### config.mk
export PLATFORM = sky130hd
export DESIGN_NAME = alu_log_reader_flat
export DESIGN_NICKNAME = d
export VERILOG_FILES = /design/src/rtl/alu_log_reader_pkg.sv /design/src/rtl/alu_log_reader_if.sv /design/src/rtl/alu_log_reader_alu_ref_model.sv /design/src/rtl/alu_log_reader.sv /design/src/flat_wrapper.sv
export SDC_FILE = /design/constraint.sdc
export NUM_CORES = 1
export LEC_CHECK = 0
export ABC_AREA = 1
export BUFFER_PORTS_ARGS = -buffer_cell sky130_fd_sc_hd__buf_2
export CORE_ASPECT_RATIO = 1.2
export CORE_MARGIN = 2
export CORE_UTILIZATION = 34
export CTS_BUF_LIST = sky130_fd_sc_hd__clkbuf_4
export CTS_CLUSTER_DIAMETER = 50
export DETAILED_ROUTE_END_ITERATION = 10
export GPL_ROUTABILITY_DRIVEN = 1
export SLEW_MARGIN = 20
export SYNTH_ARGS = -nofsm -noshare
export SYNTH_HDL_FRONTEND = slang
export SYNTH_SLANG_ARGS = --single-unit
### constraint.sdc
create_clock -name clk -period 4.35 [get_ports clk]
set_input_delay 0.435 -clock clk [delete_from_list [all_inputs] [get_ports clk]]
set_output_delay 0.435 -clock clk [all_outputs]
set_load 0.02 [all_outputs]
### src/rtl/alu_log_reader_pkg.sv
// Shared ALU definitions: opcode constants and the log-reader FSM states.
// Imported by the log reader and by the ALU log writer.
package alu_log_reader_pkg;

   localparam logic [3:0] OP_ADD  = 4'd0;
   localparam logic [3:0] OP_SUB  = 4'd1;
   localparam logic [3:0] OP_AND  = 4'd2;
   localparam logic [3:0] OP_OR   = 4'd3;
   localparam logic [3:0] OP_NOT  = 4'd4;
   localparam logic [3:0] OP_NAND = 4'd5;
   localparam logic [3:0] OP_NOR  = 4'd6;
   localparam logic [3:0] OP_XOR  = 4'd7;
   localparam logic [3:0] OP_XNOR = 4'd8;
   localparam logic [3:0] OP_INC  = 4'd9;
   localparam logic [3:0] OP_DEC  = 4'd10;
   localparam logic [3:0] OP_LEFT = 4'd11;
   localparam logic [3:0] OP_RGHT = 4'd12;
   localparam logic [3:0] OP_ARTH = 4'd13;

   typedef enum logic [2:0] {
      ST_IDLE    = 3'd0,
      ST_RD_RES  = 3'd1,
      ST_RD_OP1  = 3'd2,
      ST_RD_OP2  = 3'd3,
      ST_RD_OPC  = 3'd4,
      ST_PRESENT = 3'd5,
      ST_FINISH  = 3'd6
   } state_t;

endpackage

### src/rtl/alu_log_reader_if.sv
// Control, log-memory read port and record handshake of the log reader.
// master: the reader (drives mem_rd/addr, rec_*); slave: the environment.
interface alu_log_reader_if #(
   parameter int ADDR_W = 4,
   parameter int ERR_W  = 4
);

   logic              start;
   logic [ADDR_W-1:0] base_addr;
   logic [2:0]        rec_count;
   logic              mem_rd;
   logic [ADDR_W-1:0] mem_addr;
   logic [15:0]       mem_rdata;
   logic              rec_valid;
   logic              rec_ready;
   logic [15:0]       rec_result;
   logic [7:0]        rec_op1;
   logic [7:0]        rec_op2;
   logic [3:0]        rec_opcode;
   logic              rec_mismatch;
   logic              busy;
   logic              done;
   logic [ERR_W-1:0]  err_count;

   modport master (
      input  start, base_addr, rec_count, mem_rdata, rec_ready,
      output mem_rd, mem_addr, rec_valid, rec_result, rec_op1,
             rec_op2, rec_opcode, rec_mismatch, busy, done, err_count
   );

   modport slave (
      output start, base_addr, rec_count, mem_rdata, rec_ready,
      input  mem_rd, mem_addr, rec_valid, rec_result, rec_op1,
             rec_op2, rec_opcode, rec_mismatch, busy, done, err_count
   );

endinterface

### src/rtl/alu_log_reader_alu_ref_model.sv
// Combinational ALU reference: expected 16-bit result for a, b, opcode.
// Ports: a, b (8b operands), opcode (4b) -> expected (16b).
module alu_ref_model
   import alu_log_reader_pkg::*;
(
   input  logic [7:0]  a,
   input  logic [7:0]  b,
   input  logic [3:0]  opcode,
   output logic [15:0] expected
);

   logic [7:0] sum;
   logic [7:0] dif;
   logic [7:0] inc;
   logic [7:0] dec;

   assign sum = a + b;
   assign dif = a - b;
   assign inc = a + 8'd1;
   assign dec = a - 8'd1;

   always_comb begin
      expected = 16'h0000;
      case (opcode)
         OP_ADD:  expected = {8'h00, sum};
         OP_SUB:  expected = {8'h00, dif};
         OP_AND:  expected = {8'h00, a & b};
         OP_OR:   expected = {8'h00, a | b};
         OP_NOT:  expected = {~a, ~b};
         OP_NAND: expected = {8'h00, ~(a & b)};
         OP_NOR:  expected = {8'h00, ~(a | b)};
         OP_XOR:  expected = {8'h00, a ^ b};
         OP_XNOR: expected = {8'h00, ~(a ^ b)};
         OP_INC:  expected = {8'h00, inc};
         OP_DEC:  expected = {8'h00, dec};
         OP_LEFT: expected = {a[6:0], 1'b0, b[6:0], 1'b0};
         OP_RGHT: expected = {1'b0, a[7:1], 1'b0, b[7:1]};
         OP_ARTH: expected = {8'h00, a[7], a[7:1]};
         default: expected = 16'h0000;
      endcase
   end

endmodule

### src/rtl/alu_log_reader.sv
// Scans ALU log records (result, op1, op2, opcode) from memory, presents
// each over a valid/ready handshake with a mismatch flag, counts errors.
// Ports: clk, rst_n (async, active-low), bus (alu_log_reader_if.master).
module alu_log_reader
   import alu_log_reader_pkg::*;
#(
   parameter int ADDR_W = 4,
   parameter int ERR_W  = 4
) (
   input logic            clk,
   input logic            rst_n,
   alu_log_reader_if.master bus
);

   state_t            state_q;
   state_t            state_d;
   logic [ADDR_W-1:0] addr_q;
   logic [2:0]        cnt_q;
   logic [15:0]       sh_res_q;
   logic [7:0]        sh_op1_q;
   logic [7:0]        sh_op2_q;
   logic [15:0]       res_q;
   logic [7:0]        op1_q;
   logic [7:0]        op2_q;
   logic [3:0]        opc_q;
   logic [ERR_W-1:0]  err_q;
   logic [15:0]       exp_w;
   logic              mism;
   logic              last;

   alu_ref_model u_ref (
      .a        (op1_q),
      .b        (op2_q),
      .opcode   (opc_q),
      .expected (exp_w)
   );

   assign mism = (exp_w != res_q);
   assign last = (cnt_q == 3'd1);

   always_ff @(posedge clk or negedge rst_n) begin
      if (!rst_n) state_q <= ST_IDLE;
      else        state_q <= state_d;
   end

   always_comb begin
      state_d = state_q;
      unique case (state_q)
         ST_IDLE: begin
            if (bus.start) begin
               if (bus.rec_count != 3'd0) state_d = ST_RD_RES;
               else                       state_d = ST_FINISH;
            end
         end
         ST_RD_RES: state_d = ST_RD_OP1;
         ST_RD_OP1: state_d = ST_RD_OP2;
         ST_RD_OP2: state_d = ST_RD_OPC;
         ST_RD_OPC: state_d = ST_PRESENT;
         ST_PRESENT: begin
            if (bus.rec_ready) begin
               if (last) state_d = ST_FINISH;
               else      state_d = ST_RD_RES;
            end
         end
         ST_FINISH: state_d = ST_IDLE;
         default:   state_d = ST_IDLE;
      endcase
   end

   // Fields are staged in shadow registers so the presented record only
   // changes when the next complete record is in.
   always_ff @(posedge clk or negedge rst_n) begin
      if (!rst_n) begin
         addr_q   <= '0;
         cnt_q    <= '0;
         sh_res_q <= '0;
         sh_op1_q <= '0;
         sh_op2_q <= '0;
         res_q    <= '0;
         op1_q    <= '0;
         op2_q    <= '0;
         opc_q    <= '0;
         err_q    <= '0;
      end else begin
         unique case (state_q)
            ST_IDLE: begin
               if (bus.start) begin
                  err_q <= '0;
                  if (bus.rec_count != 3'd0) begin
                     addr_q <= bus.base_addr;
                     cnt_q  <= bus.rec_count;
                  end
               end
            end
            ST_RD_RES: begin
               sh_res_q <= bus.mem_rdata;
               addr_q   <= addr_q + ADDR_W'(1);
            end
            ST_RD_OP1: begin
               sh_op1_q <= bus.mem_rdata[7:0];
               addr_q   <= addr_q + ADDR_W'(1);
            end
            ST_RD_OP2: begin
               sh_op2_q <= bus.mem_rdata[7:0];
               addr_q   <= addr_q + ADDR_W'(1);
            end
            ST_RD_OPC: begin
               res_q <= sh_res_q;
               op1_q <= sh_op1_q;
               op2_q <= sh_op2_q;
               opc_q <= bus.mem_rdata[3:0];
            end
            ST_PRESENT: begin
               if (bus.rec_ready) begin
                  cnt_q <= cnt_q - 3'd1;
                  // Address stays put after the final record.
                  if (!last) addr_q <= addr_q + ADDR_W'(1);
                  if (mism && (err_q != '1)) err_q <= err_q + ERR_W'(1);
               end
            end
            default: ;
         endcase
      end
   end

   assign bus.mem_rd       = (state_q == ST_RD_RES) ||
                             (state_q == ST_RD_OP1) ||
                             (state_q == ST_RD_OP2) ||
                             (state_q == ST_RD_OPC);
   assign bus.mem_addr     = addr_q;
   assign bus.rec_valid    = (state_q == ST_PRESENT);
   assign bus.rec_result   = res_q;
   assign bus.rec_op1      = op1_q;
   assign bus.rec_op2      = op2_q;
   assign bus.rec_opcode   = opc_q;
   assign bus.rec_mismatch = mism;
   assign bus.busy         = (state_q != ST_IDLE);
   assign bus.done         = (state_q == ST_FINISH);
   assign bus.err_count    = err_q;

endmodule

### src/flat_wrapper.sv
// flat-port wrapper written by rule: the top's interface ports become plain ports
module alu_log_reader_flat import alu_log_reader_pkg::*;
#(
   parameter int ADDR_W = 4,
   parameter int ERR_W  = 4
)
  (clk, rst_n, bus_start, bus_base_addr, bus_rec_count, bus_mem_rdata, bus_rec_ready, bus_mem_rd, bus_mem_addr, bus_rec_valid, bus_rec_result, bus_rec_op1, bus_rec_op2, bus_rec_opcode, bus_rec_mismatch, bus_busy, bus_done, bus_err_count);
  alu_log_reader_if #(.ADDR_W(ADDR_W), .ERR_W(ERR_W)) bus_i ();
  input logic clk;
  input logic rst_n;
  input wire logic [$bits(bus_i.start)-1:0] bus_start;
  input wire logic [$bits(bus_i.base_addr)-1:0] bus_base_addr;
  input wire logic [$bits(bus_i.rec_count)-1:0] bus_rec_count;
  input wire logic [$bits(bus_i.mem_rdata)-1:0] bus_mem_rdata;
  input wire logic [$bits(bus_i.rec_ready)-1:0] bus_rec_ready;
  output wire logic [$bits(bus_i.mem_rd)-1:0] bus_mem_rd;
  output wire logic [$bits(bus_i.mem_addr)-1:0] bus_mem_addr;
  output wire logic [$bits(bus_i.rec_valid)-1:0] bus_rec_valid;
  output wire logic [$bits(bus_i.rec_result)-1:0] bus_rec_result;
  output wire logic [$bits(bus_i.rec_op1)-1:0] bus_rec_op1;
  output wire logic [$bits(bus_i.rec_op2)-1:0] bus_rec_op2;
  output wire logic [$bits(bus_i.rec_opcode)-1:0] bus_rec_opcode;
  output wire logic [$bits(bus_i.rec_mismatch)-1:0] bus_rec_mismatch;
  output wire logic [$bits(bus_i.busy)-1:0] bus_busy;
  output wire logic [$bits(bus_i.done)-1:0] bus_done;
  output wire logic [$bits(bus_i.err_count)-1:0] bus_err_count;
  assign bus_i.start = bus_start;
  assign bus_i.base_addr = bus_base_addr;
  assign bus_i.rec_count = bus_rec_count;
  assign bus_i.mem_rdata = bus_mem_rdata;
  assign bus_i.rec_ready = bus_rec_ready;
  assign bus_mem_rd = bus_i.mem_rd;
  assign bus_mem_addr = bus_i.mem_addr;
  assign bus_rec_valid = bus_i.rec_valid;
  assign bus_rec_result = bus_i.rec_result;
  assign bus_rec_op1 = bus_i.rec_op1;
  assign bus_rec_op2 = bus_i.rec_op2;
  assign bus_rec_opcode = bus_i.rec_opcode;
  assign bus_rec_mismatch = bus_i.rec_mismatch;
  assign bus_busy = bus_i.busy;
  assign bus_done = bus_i.done;
  assign bus_err_count = bus_i.err_count;
  alu_log_reader #(.ADDR_W(ADDR_W), .ERR_W(ERR_W)) u_core (.clk(clk), .rst_n(rst_n), .bus(bus_i));
endmodule
Yosys cells after proc, flatten, opt, wreduce, memory -nomap -nowiden
Index checks and enable logic that the tools add are counted.
- register bits after elaboration: 82
- input bits: 27
- add/subtract/negate cells: 7
- equality and inequality tests: 27
- multiplexer cells: 19
- bitwise operators: 8
- reduce and logical (&&, ||, !) cells: 15
- operators with widths (operator ; number):
    $pmux 16 s14 ; 1
    $not 8->8 ; 5
    $mux 4 ; 7
    $eq 4x4->1 const B ; 6
    $mux 3 ; 7
    $pmux 3 s6 ; 1
    $eq 4x3->1 const B ; 4
    $ne 16x16->1 ; 1
    $pmux 4 s3 ; 1
    $eq 3x3->1 const B ; 3
    $reduce_bool 3->1 ; 3
    $add 4x1->4 const B ; 2
    $add 8x1->8 const B ; 1
    $add 8x8->8 ; 1
    $and 8x8->8 ; 1
    $eq 4x2->1 const B ; 2
    $or 8x8->8 ; 1
    $pmux 4 s2 ; 1
    $reduce_and 4->1 ; 2
    $sub 8x1->8 const B ; 1
    $sub 8x8->8 ; 1
    $xor 8x8->8 ; 1
    $eq 3x1->1 const B ; 2
    $eq 3x2->1 const B ; 2
    14 further kinds ; 19

Longest topological paths before layout
- depth in word-level cells: 8
- mapped depth: 29
- depth with buffers taken out: 29

Cells and area by module
Synthesis repeated with hierarchy kept, for this count alone.
- cell total of the unflattened synthesis: 724
- area total of the unflattened synthesis: 5246.3 µm²
- by module, submodules not included (module ; instances ; cells an instance ; area an instance (µm²) ; seq. area each (µm²)):
    alu_log_reader ; 1 ; 462 ; 3748.6 ; 2052.0
    alu_ref_model ; 1 ; 262 ; 1497.7 ; 0.0

Worst setup path after synthesis
Ideal clock, no wire load.
- path type: register to output
- start: register u_core.opc_q[1], in the netlist u_core.bus.rec_opcode[1]
- end: output port bus_rec_mismatch
- data arrival time: 2.629 ns
- data required time: 3.915 ns
- slack: 1.286 ns
- cell stages (with the launch flop): 21
- path through: dfrtp_1 -> inv_2 -> nand2_1 -> nor2_1 -> inv_2 -> nand2_4 -> nand2_1 -> o21ai_0 -> ha_1 -> a21oi_1 -> nand2_1 -> nand2_1 -> nand2_1 -> nand2_1 -> nand3_1 -> nand3_1 -> nand2_1 -> nor2_1 -> nand3_1 -> nor2_2 -> nand2_2
- longest elaborated chain between the ends: 3
- elaborated cells between the ends (all ways): 16
- those cells by class: 14 x eq/ne; 1 x mux; 1 x reduce/logical
- RTL lines (what ; RTL line ; text):
    start: declaration ; alu_log_reader.sv:25 ; logic [3:0] opc_q;
    start signal: assignment ; alu_log_reader.sv:111 ; opc_q <= bus.mem_rdata[3:0];
    $eq 4x4->1 (tied with other cells) ; alu_log_reader_alu_ref_model.sv:24 ; case (opcode)
    $pmux 16 s14 (*) ; alu_log_reader_alu_ref_model.sv:24 ;
    $ne 16x16->1 (*) ; alu_log_reader.sv:38 ; assign mism = (exp_w != res_q);
    end: declaration ; flat_wrapper.sv:23 ; output wire logic [$bits(bus_i.rec_mismatch)-1:0] bus_rec_mismatch;
Every way passes the cells marked *; elsewhere a longest branch is shown, timed or not.

Worst setup path after layout
- start: register u_core.opc_q[0], in the netlist u_core.bus.rec_opcode[0]
- end: output port bus_rec_mismatch
Same word-level chain as after synthesis.

==> reports/results.ini <==
[yosys]
synth_area_leader_cell = dfrtp_1
synth_cell_type_count = 41
synth_mux_area_frac = 0.0143
synthAdderAreaFrac = 0.0673
synthTopCellsByArea = dfrtp_1 37%, nand2_1 16%, o21ai_0 7.0%, ha_1 6.4%, inv_1 6.1%
synth_edf_count = 0
syn_inst = 764
yosys.area_share.simple = 0.351
synth_top_area_frac = 0.373
syn_area_per_cell_um2 = 7.20
synth-main-ff-cell = dfrtp_1
synth.ff_latch_count = 82
synthArstFlopShare = 1.00
synth_compound_area_frac = 0.103
seq_area_frac_synth = 0.373
synth-xor-area-share = 0.0127
syn_area_um2 = 5500
syn-num-nets = 820
synth_warnings = 0
synth_top_family_by_area = simple AND/OR/NAND/NOR gates

[floorplanning]
std_cell_rows = 50
core_um2 = 15700
die_h_um = 143
die_w_um = 120
fp.dieArea_um2 = 17200
ios = 76
start_util = 0.350

[clock_tree]
clock_latency_ps = 450
numCtsBuffers = 9
clock-sinks = 82
htreeDepth = 3
path_clk_slew_ps = 150
cts_buffer_depth = 2
clockRootBuffer = clkbuf_4
cts_tree = built
postCtsSetupBuffers = 0

[grt]
grt_pass1_wl_um = 25800
grt_max_degree = 71
antenna_found_initial = 1
first_global_vias = 4912
grt_use_total = 0.193
overflow = 0

[setup_path]
worstRegToRegCells = 22
path_max_fanout = 6
reg2reg_to = u_core.bus.err_count[2]
timing.rr.start = u_core.bus.rec_opcode[0]
startpoint = u_core.bus.rec_opcode[0]
path_class = reg -> out
endpoint = bus_rec_mismatch
start_kind = flip-flop
arrival_ps = 3540
end_kind = primary output
required_ps = 3910
reg2reg_slack_ps = 990

[placement]
dp.cells = 1036
place.gp.congestion = 0.936
portBuffers = 75
post-place-ws_ps = 846
place_hpwl_um = 12300

[routing]
num_vias = 5193
wl_um = 16100
ant_nets = 0
drc_errors = 0
drt-pass1-iter-count = 5
drt_iter0_markers = 408
wire_per_inst_um = 15.3
viasPerCell = 4.93

[cells_and_area]
fillCellCount = 1697
layout-drive-gt1-share = 0.179
nets = 895
final_util = 0.399
area_growth_pct = 14.0
final_cells = 1053

[power_and_ir_drop]
ir_drop_v = 0.000338
p_per_area_nw_per_um2 = 871
power.leakage_nw = 3.24

[timing]
maxSlewHeadroom = 0.542
worstMarginPinSlew_ps = 687
skew_ps = 33.9
drv_slew = 0
fin_ws_ps = 376
max_freq_mhz = 252
min_period_over_period = 0.914
fin_tns_setup_ps = 0
hold_viol = 0
holdWs_ps = 8.19
setup_viol = 0
final.min_clock_period_ps = 3970

[status]
run_status = complete, no violations

[job]
max_cap_viol_count = 0

[min_path]
hp-class = in -> async

==> worst min-delay path by stage <==
stage / to / from / depth (start not counted) / slack (ps)
CTS: u_core.bus.rec_op1[2] / rst_n / 1 / 7
floorplan: u_core.bus.err_count[0] / rst_n / 0 / 140
detailed placement: u_core.bus.rec_result[0] / u_core.sh_res_q[0] / 2 / 470
global route: u_core.bus.rec_op2[0] / rst_n / 1 / 20
finish: u_core.bus.rec_op2[0] / rst_n / 1 / 8
global placement: u_core.bus.rec_result[12] / u_core.sh_res_q[12] / 2 / 460
==> state kept, by name (all words and copies together), names as in the netlist <==
signal and flops:
u_core.bus.rec_result 16, u_core.sh_res_q 16, u_core.bus.rec_op1 8, u_core.bus.rec_op2 8, u_core.sh_op1_q 8, u_core.sh_op2_q 8, u_core.bus.err_count 4, u_core.bus.mem_addr 4
u_core.bus.rec_opcode 4, u_core.cnt_q 3, u_core.state_q 3
==> logic make-up (layout without fill, tap and decap cells) <==
group / Yosys count / count (layout)
xor+xnor: 8 / 8
buf+inv: 111 / 191
compound gates: 105 / 105
simple gates: 422 / 422
mux: 7 / 7
flops: 82 / 82
other cells: 0 / 1
fa+ha+maj: 29 / 29
==> cell usage in the layout (no fill, tap or decap), types with 5 or more instances in the layout <==
cell type | Yosys | layout
nand2_1 | 229 | 229
inv_1 | 90 | 90
dfrtp_1 | 82 | 79
o21ai_0 | 77 | 77
buf_2 | 0 | 74
nand3_1 | 66 | 65
nor2_1 | 63 | 61
ha_1 | 28 | 28
nor3_1 | 10 | 10
nand4_1 | 10 | 10
clkbuf_4 | 0 | 10
nor2_2 | 7 | 8
a21oi_1 | 8 | 8
nand2_2 | 8 | 8
xor2_1 | 7 | 7
mux2_2 | 7 | 7
inv_2 | 6 | 6
nand2_4 | 6 | 6
nor2_4 | 4 | 5
nand3b_1 | 5 | 5
nand3_2 | 4 | 5
buf_4 | 1 | 5
==> cells in the mapped netlist (2+ instances only) <==
| master | count |
|---|---|
| mux2_2 | 7 |
| o22ai_1 | 4 |
| nand4_1 | 10 |
| inv_2 | 6 |
| a21oi_1 | 8 |
| dfrtp_1 | 82 |
| o2111ai_1 | 2 |
| ha_1 | 28 |
| nand2_2 | 8 |
| nand2_1 | 229 |
| nand3_4 | 2 |
| nand3b_1 | 5 |
| inv_1 | 90 |
| xor2_1 | 7 |
| or2_2 | 2 |
| buf_6 | 2 |
| nand2_4 | 6 |
| clkbuf_1 | 12 |
| o21ai_1 | 4 |
| nand3_2 | 4 |
| o211ai_1 | 3 |
| nand3_1 | 66 |
| nor2_1 | 63 |
| nor2_4 | 4 |
| a31oi_1 | 3 |
| nor3_1 | 10 |
| nor2_2 | 7 |
| o21ai_0 | 77 |
==> metal layers <==
metal | GRT usage | part of all wire | vias up
li1 | - | - | 2629
met1 | 0.250 | 0.44 | 2373
met2 | 0.315 | 0.47 | 158
met3 | 0.0361 | 0.057 | 33
met4 | 0.0861 | 0.036 | 0
met5 | 0 | 0 | -
==> critical path, cell delays in order, from the launching register on <==
cell     delay [ps]
dfrtp_1         480
inv_1           130
nor2_2          320
nand2_1         130
nand2_1         190
o22ai_1         150
fa_1            480
xor2_1          190
nand2_1          90
nand2_1          50
nor2_1          100
nand2_1          60
nand2_1          60
nand2_1          60
nor2_2          140
nand3_1         110
nor2_2          100
nand2_2          90
buf_2           170
==> area by class of cell <==
class / count / area [um2] / share of cell area
Inverter: 96 / 360 / 0.0575
Antenna cell: 1 / 2.50 / 0.000399
Timing Repair Buffer: 79 / 408 / 0.0651
Multi-Input combinational cell: 571 / 3030 / 0.483
Clock buffer: 10 / 75.1 / 0.0120
Tap cell: 208 / 260 / 0.0415
Clock inverter: 6 / 81.3 / 0.0130
Sequential cell: 82 / 2060 / 0.328
==> metrics by stage <==
stage,area [um2],power [mW]
floorplan,5500,3.96
global placement,6100,4.93
detailed placement,6100,4.94
CTS,6260,5.47
global route,6270,6.00
finish,6270,5.46
==> where the power goes <==
part           internal [mW]  switching [mW]  total (mW)  leakage [nW]
registers               1.12           0.412        1.53          1.01
clock network          0.236           0.276       0.512        0.0838
logic                   1.18            2.23        3.41          2.14
==> timing repair <==
item / 4_1_cts / 5_1_grt
gates resized for setup: 0 / 4
endpoints found under the hold margin: 0 / 0
hold buffers: 0 / 0
endpoints found under the setup margin: 0 / 1
Note: power is estimated with default switching activity, not from simulation.
